<file path="src/rtl/cavlc_stage_sequencer.sv">
// Sequences the five CAVLC encoding stages for one 4x4 block, arbitrates their
// serial output onto a single FIFO port, counts forwarded bits and flags protocol misuse.
module cavlc_stage_sequencer #(
    parameter int NZQ_WIDTH    = 5,
    parameter int BITCNT_WIDTH = 10
) (
    input  logic                    clk,
    input  logic                    rst,
    input  logic                    start_block,
    input  logic [NZQ_WIDTH-1:0]    NZQ,
    input  logic [1:0]              T1s,
    input  logic [NZQ_WIDTH-1:0]    total_zeros,
    output logic [4:0]              stage_start,
    input  logic [4:0]              stage_finish,
    input  logic [4:0]              stage_fifo_data,
    input  logic [4:0]              stage_fifo_push,
    input  logic                    fifo_full,
    output logic                    stage_hold,
    output logic                    o_fifo_data,
    output logic                    o_fifo_push,
    output logic                    busy,
    output logic                    done,
    output logic [BITCNT_WIDTH-1:0] bit_count,
    output logic                    protocol_err
);

    localparam logic [2:0] ST_IDLE  = 3'd0;
    localparam logic [2:0] ST_SEL   = 3'd1;
    localparam logic [2:0] ST_ISSUE = 3'd2;
    localparam logic [2:0] ST_WAIT  = 3'd3;
    localparam logic [2:0] ST_DONE  = 3'd4;

    logic [2:0]              state_q, state_d;
    logic [NZQ_WIDTH-1:0]    nzq_q, nzq_d;
    logic [1:0]              t1s_q, t1s_d;
    logic [NZQ_WIDTH-1:0]    tz_q, tz_d;
    logic [2:0]              active_q, active_d;
    logic [2:0]              next_q, next_d;
    logic [BITCNT_WIDTH-1:0] bit_count_q, bit_count_d;
    logic                    err_q, err_d;

    logic [4:0] stage_en;
    logic       sel_found;
    logic [2:0] sel_idx;
    logic       active_phase;
    logic [4:0] active_mask;
    logic       act_push, act_data, act_finish;
    logic       rogue, full_push, latch_bad;

    assign stage_en[0] = 1'b1;
    assign stage_en[1] = (t1s_q != 2'd0);
    assign stage_en[2] = (nzq_q > NZQ_WIDTH'(t1s_q));
    assign stage_en[3] = (nzq_q != '0) && (nzq_q < NZQ_WIDTH'(16));
    assign stage_en[4] = (nzq_q > NZQ_WIDTH'(1)) && (tz_q != '0);

    // next_q is the lowest stage index still eligible; descending scan lets the lowest hit win.
    // NOTE: every always_comb output gets a default first so no path can infer a latch.
    always_comb begin
        sel_found = 1'b0;
        sel_idx   = 3'd0;
        for (int i = 4; i >= 0; i--) begin
            if (stage_en[i] && (3'(i) >= next_q)) begin
                sel_found = 1'b1;
                sel_idx   = 3'(i);
            end
        end
    end

    assign active_phase = (state_q == ST_ISSUE) || (state_q == ST_WAIT);
    assign active_mask  = active_phase ? (5'b00001 << active_q) : 5'b00000;
    assign act_push     = |(stage_fifo_push & active_mask);
    assign act_data     = |(stage_fifo_data & active_mask);
    assign act_finish   = |(stage_finish & active_mask);

    assign stage_start  = (state_q == ST_ISSUE) ? active_mask : 5'b00000;
    assign o_fifo_data  = act_data;
    assign o_fifo_push  = act_push & ~fifo_full;
    assign busy         = (state_q == ST_SEL) || active_phase;
    assign stage_hold   = busy & fifo_full;
    assign done         = (state_q == ST_DONE);
    assign bit_count    = bit_count_q;
    assign protocol_err = err_q;

    assign rogue     = |((stage_fifo_push | stage_finish) & ~active_mask);
    assign full_push = (|stage_fifo_push) & fifo_full;
    assign latch_bad = (state_q == ST_IDLE) && start_block &&
                       ((NZQ > NZQ_WIDTH'(16)) || (NZQ_WIDTH'(T1s) > NZQ));

    always_comb begin
        state_d     = state_q;
        nzq_d       = nzq_q;
        t1s_d       = t1s_q;
        tz_d        = tz_q;
        active_d    = active_q;
        next_d      = next_q;
        bit_count_d = bit_count_q;
        err_d       = err_q | rogue | full_push | latch_bad;

        if (o_fifo_push && (bit_count_q != '1)) begin
            bit_count_d = bit_count_q + 1'b1;
        end

        case (state_q)
            ST_IDLE: begin
                if (start_block) begin
                    nzq_d       = NZQ;
                    t1s_d       = T1s;
                    tz_d        = total_zeros;
                    next_d      = 3'd0;
                    bit_count_d = '0;
                    state_d     = ST_SEL;
                end
            end
            ST_SEL: begin
                if (sel_found) begin
                    active_d = sel_idx;
                    state_d  = ST_ISSUE;
                end else begin
                    state_d  = ST_DONE;
                end
            end
            ST_ISSUE: state_d = ST_WAIT;
            ST_WAIT: begin
                if (act_finish) begin
                    next_d  = active_q + 3'd1;
                    state_d = ST_SEL;
                end
            end
            ST_DONE: state_d = ST_IDLE;
            default: state_d = ST_IDLE;
        endcase
    end

    // NOTE: sequential state uses non-blocking assignments so every register samples pre-edge values.
    always_ff @(posedge clk) begin
        if (rst) begin
            state_q     <= ST_IDLE;
            nzq_q       <= '0;
            t1s_q       <= '0;
            tz_q        <= '0;
            active_q    <= '0;
            next_q      <= '0;
            bit_count_q <= '0;
            err_q       <= 1'b0;
        end else begin
            state_q     <= state_d;
            nzq_q       <= nzq_d;
            t1s_q       <= t1s_d;
            tz_q        <= tz_d;
            active_q    <= active_d;
            next_q      <= next_d;
            bit_count_q <= bit_count_d;
            err_q       <= err_d;
        end
    end

endmodule

</file>
<file path="config.mk">
export PLATFORM = sky130hd
export DESIGN_NAME = cavlc_stage_sequencer
export DESIGN_NICKNAME = d
export VERILOG_FILES = /design/src/rtl/cavlc_stage_sequencer.sv
export SDC_FILE = /design/constraint.sdc
export NUM_CORES = 1
export LEC_CHECK = 0
export CAP_MARGIN = 20
export CORE_MARGIN = 2
export CORE_UTILIZATION = 45
export CTS_BUF_LIST = sky130_fd_sc_hd__clkbuf_8
export CTS_CLUSTER_SIZE = 20
export DETAILED_ROUTE_END_ITERATION = 10
export GPL_ROUTABILITY_DRIVEN = 0
export PLACE_DENSITY = 0.75
export RECOVER_POWER = 100
export SLEW_MARGIN = 5
export SYNTH_ARGS = -nofsm -noshare
export SYNTH_HDL_FRONTEND = slang
export SYNTH_SLANG_ARGS = --single-unit
export TNS_END_PERCENT = 1
</file>
<file path="constraint.sdc">
create_clock -name clk -period 2.9 [get_ports clk]
set_clock_uncertainty 0.1 [all_clocks]
set_input_delay 0.29 -clock clk [delete_from_list [all_inputs] [get_ports clk]]
set_output_delay 0.29 -clock clk [all_outputs]
set_load 0.005 [all_outputs]
</file>
==> metrics.md <==
| Metric | Value |
|---|---|
| Psw | `301 uW` |
| Number of synthesized register bits | `32` |
| Post-synth EDFFs | `0` |
| Worst reg-to-reg setup slack | `520 ps` |
| Antenna violations before repair | `0` |
| Commonest non-fill, non-tap cell in the layout | `nand2_1` |
| Final setup fails | `0` |
| RR Endpoint | `bit_count[5]` |
| Hold crit path type | `reg -> reg` |
| Max Slew Vio Count | `0` |
| Ys async rst share | `0%` |
| Setup TNS | `0 ps` |
| Hold Slack | `356 ps` |
| Detailed Routing Iterations Pass 1 | `5` |
| GR met3 Demand/Resource | `5.09%` |
| N_diodes | `0` |
| PwrDens | `440 nW/um2` |
| Die X | `69.3 um` |
| Clock transition at path regs | `70 ps` |
| Fmax | `365 MHz` |
| Crit path launch type | `register` |
| WS Path Type | `reg -> out` |
| Post-layout min period | `2740 ps` |
| Leading area contributor after synthesis | `dfxtp_1` |
| Max-slew headroom | `57.3%` |
| Met2 Usage GRT | `32.9%` |
| Initial drt markers | `94` |
| Dpl hpwl | `3.51 mm` |
| Sw frac | `26.8%` |
| Synth top area share | `33.4%` |
| Die Footprint | `4810 um2` |
| Seq pwr share | `42.9%` |
| Synth Cell Area | `1920 um2` |
| Maximum vdd ir drop | `379 uV` |
| Most used routing layer | `met2` |
| Port Buffers | `51` |
| # Max-Cap Violations | `0` |
| Gr ovfl total | `0` |
| Crit-path max FO | `4` |
| Sequential area share after synthesis | `33.4%` |
| Core box area | `4060 um2` |
| Most frequent cells in the layout | `42 x nand2_1, 32 x dfxtp_1, 32 x clkdlybuf4s50_1` |
| Leak pwr | `0.000966 uW` |
| Hold Path End | `tz_q[3]` |
| Effective utilization at floorplan | `47.3%` |
| Final hold violations | `0` |
| Synth Net Count | `284` |
| Crit path capture type | `output pin` |
| Setup repair after global routing missed its margin | `no` |
| Worst Hold Path Cells | `2` |
| CTS tree | `yes` |
| First-pass GRT wire length | `8.06 mm` |
| Htree depth | `2` |
| Residual DRC | `0` |
| WL/cell | `13.4 um` |
| Rows | `23` |
| DR vias | `1,922` |
| Final ANT Viol Nets | `0` |
| Final nets | `335` |
| Maximum root-to-sink buffer count | `2` |
| M1 GR Usage | `26.1%` |
| Root buffer cell | `clkbuf_8` |
| Slew @ Worst Pin | `635 ps` |
| # IOs | `52` |
| CP required | `2510 ps` |
| Vias in the first global route | `1,761` |
| Comb power frac | `20.1%` |
| Synthesis-to-finish area growth | `33.0%` |
| Int Pwr | `823 uW` |
| Chip height | `69.3 um` |
| Clk Latency, worst-skew pair | `280 ps` |
| Critical path data arrival time | `2350 ps` |
| Syn. warnings | `0` |
| CTS sink cnt | `32` |
| Fin crit share | `94.6%` |
| Synth top area cells | `dfxtp_1 33%, nand2_1 8.2%, ha_1 6.5%` |
| Gr usage total | `20.1%` |
| Total Wirelength | `4.64 mm` |
| Syn avg cell area | `7.90 um2` |
| Clock network power share | `37.0%` |
| Status | `finished, final reports clean` |
| Largest net degree at the start of global routing | `24` |
| HP Start | `tz_q[3]` |
| Worst R2R Path Depth | `7` |
| Postcts setup bufs | `0` |
| Worst R2R Start | `active_q[0]` |
| Library cells used by synthesis | `50` |
| Vias per Instance | `5.57` |
| Main synth FF type | `dfxtp_1` |
| Num CTS Buffers | `5` |
| Post-synthesis cell count | `243` |
| Share of cells above drive strength 1 | `7.46%` |
## layout make-up
cell class / instances / area (um2)
Clock buffer: 5 / 68.8
Tap cell: 50 / 62.6
Timing Repair Buffer: 54 / 533
Multi-Input combinational cell: 190 / 1170
Clock inverter: 3 / 38.8
Fill cell: 399 / 1500
Inverter: 11 / 41.3
Sequential cell: 32 / 641
## metrics by stage
| stage | setup WS, ps | power, uW | std cells | utilization, % | instance area, um2 |
|---|---|---|---|---|---|
| floorplan | 834 | 625 | 243 | - | 1920 |
| global placement | 432 | 720 | 337 | 60.3 | 2450 |
| detailed placement | 379 | 721 | 337 | 60.3 | 2450 |
| CTS | 126 | 1140 | 345 | 63.0 | 2560 |
| global route | 0.141 | 1190 | 345 | 63.0 | 2550 |
| finish | 157 | 1120 | 345 | 63.0 | 2550 |
## power groups by stage
stage               Sequential (uW)  Combinational, uW  Clock, uW
detailed placement              493                228          0
floorplan                       481                143          0
finish                          483                226        416
global placement                493                227          0
global route                    487                254        447
CTS                             483                230        422
## cell families after synthesis
group                      Yosys count  synth area share, %
and+or+nand+nor                    111                 29.4
AOI/OAI and AO/OA                   62                 21.2
DFF                                 32                 33.4
buffers and inverters               21                 5.67
adders and majority gates           11                 7.04
muxes                                5                 2.93
xor gates and xnor gates             1                0.456
## critical path: stages, from the launching register on
cell,delay (ps)
dfxtp_1,380
inv_1,90
ha_1,230
and4bb_1,240
a222oi_1,390
and2_2,250
nor2_1,50
clkdlybuf4s50_1,440
## synth_stat cells, drive strengths merged (2+ instances only)
library cell / count
or4: 4
dfxtp: 32
o31ai: 3
a21oi: 23
o21ai: 10
nor2b: 2
and2: 5
nor4: 4
nand2: 42
inv: 11
nand3b: 4
nand3: 6
or3: 5
mux2: 5
a211oi: 3
or2: 2
a21o: 2
ha: 10
nor3: 11
and4bb: 2
a31oi: 3
a22oi: 2
nor2: 19
buf: 3
and3b: 2
clkbuf: 7
a222oi: 2
nor4b: 2
## flip-flops by register name, summed over array words and instances, names as in the netlist
register and count:
next_q 3, t1s_q 2, state_q 3, nzq_q 5
protocol_err 1, tz_q 5, active_q 3, bit_count 10
## worst max path at each step
| stage | start | endpoint | slack [ps] | cells after the start |
|---|---|---|---|---|
| final | active_q[0] | o_fifo_push | 160 | 7 |
| after detailed placement | stage_fifo_push[4] | o_fifo_push | 380 | 6 |
| after CTS | active_q[0] | o_fifo_push | 130 | 7 |
| after global placement | stage_fifo_push[4] | o_fifo_push | 430 | 6 |
| after floorplan | active_q[2] | bit_count[9] | 830 | 8 |
| after global routing | active_q[0] | o_fifo_push | 0.1 | 7 |
## what timing repair did
action | CTS | global route
resized for setup | 0 | 1
endpoints found under the setup margin | 0 | 1
hold buffers | 0 | 0
hold endpoints to repair | 0 | 0
## layer usage
layer	up-vias	part of all wire (%)
li1	988	-
met2	56	45
met3	5	4.8
met4	0	0.93
met5	-	0
met1	873	49
Note: power is estimated with default switching activity, not from simulation.
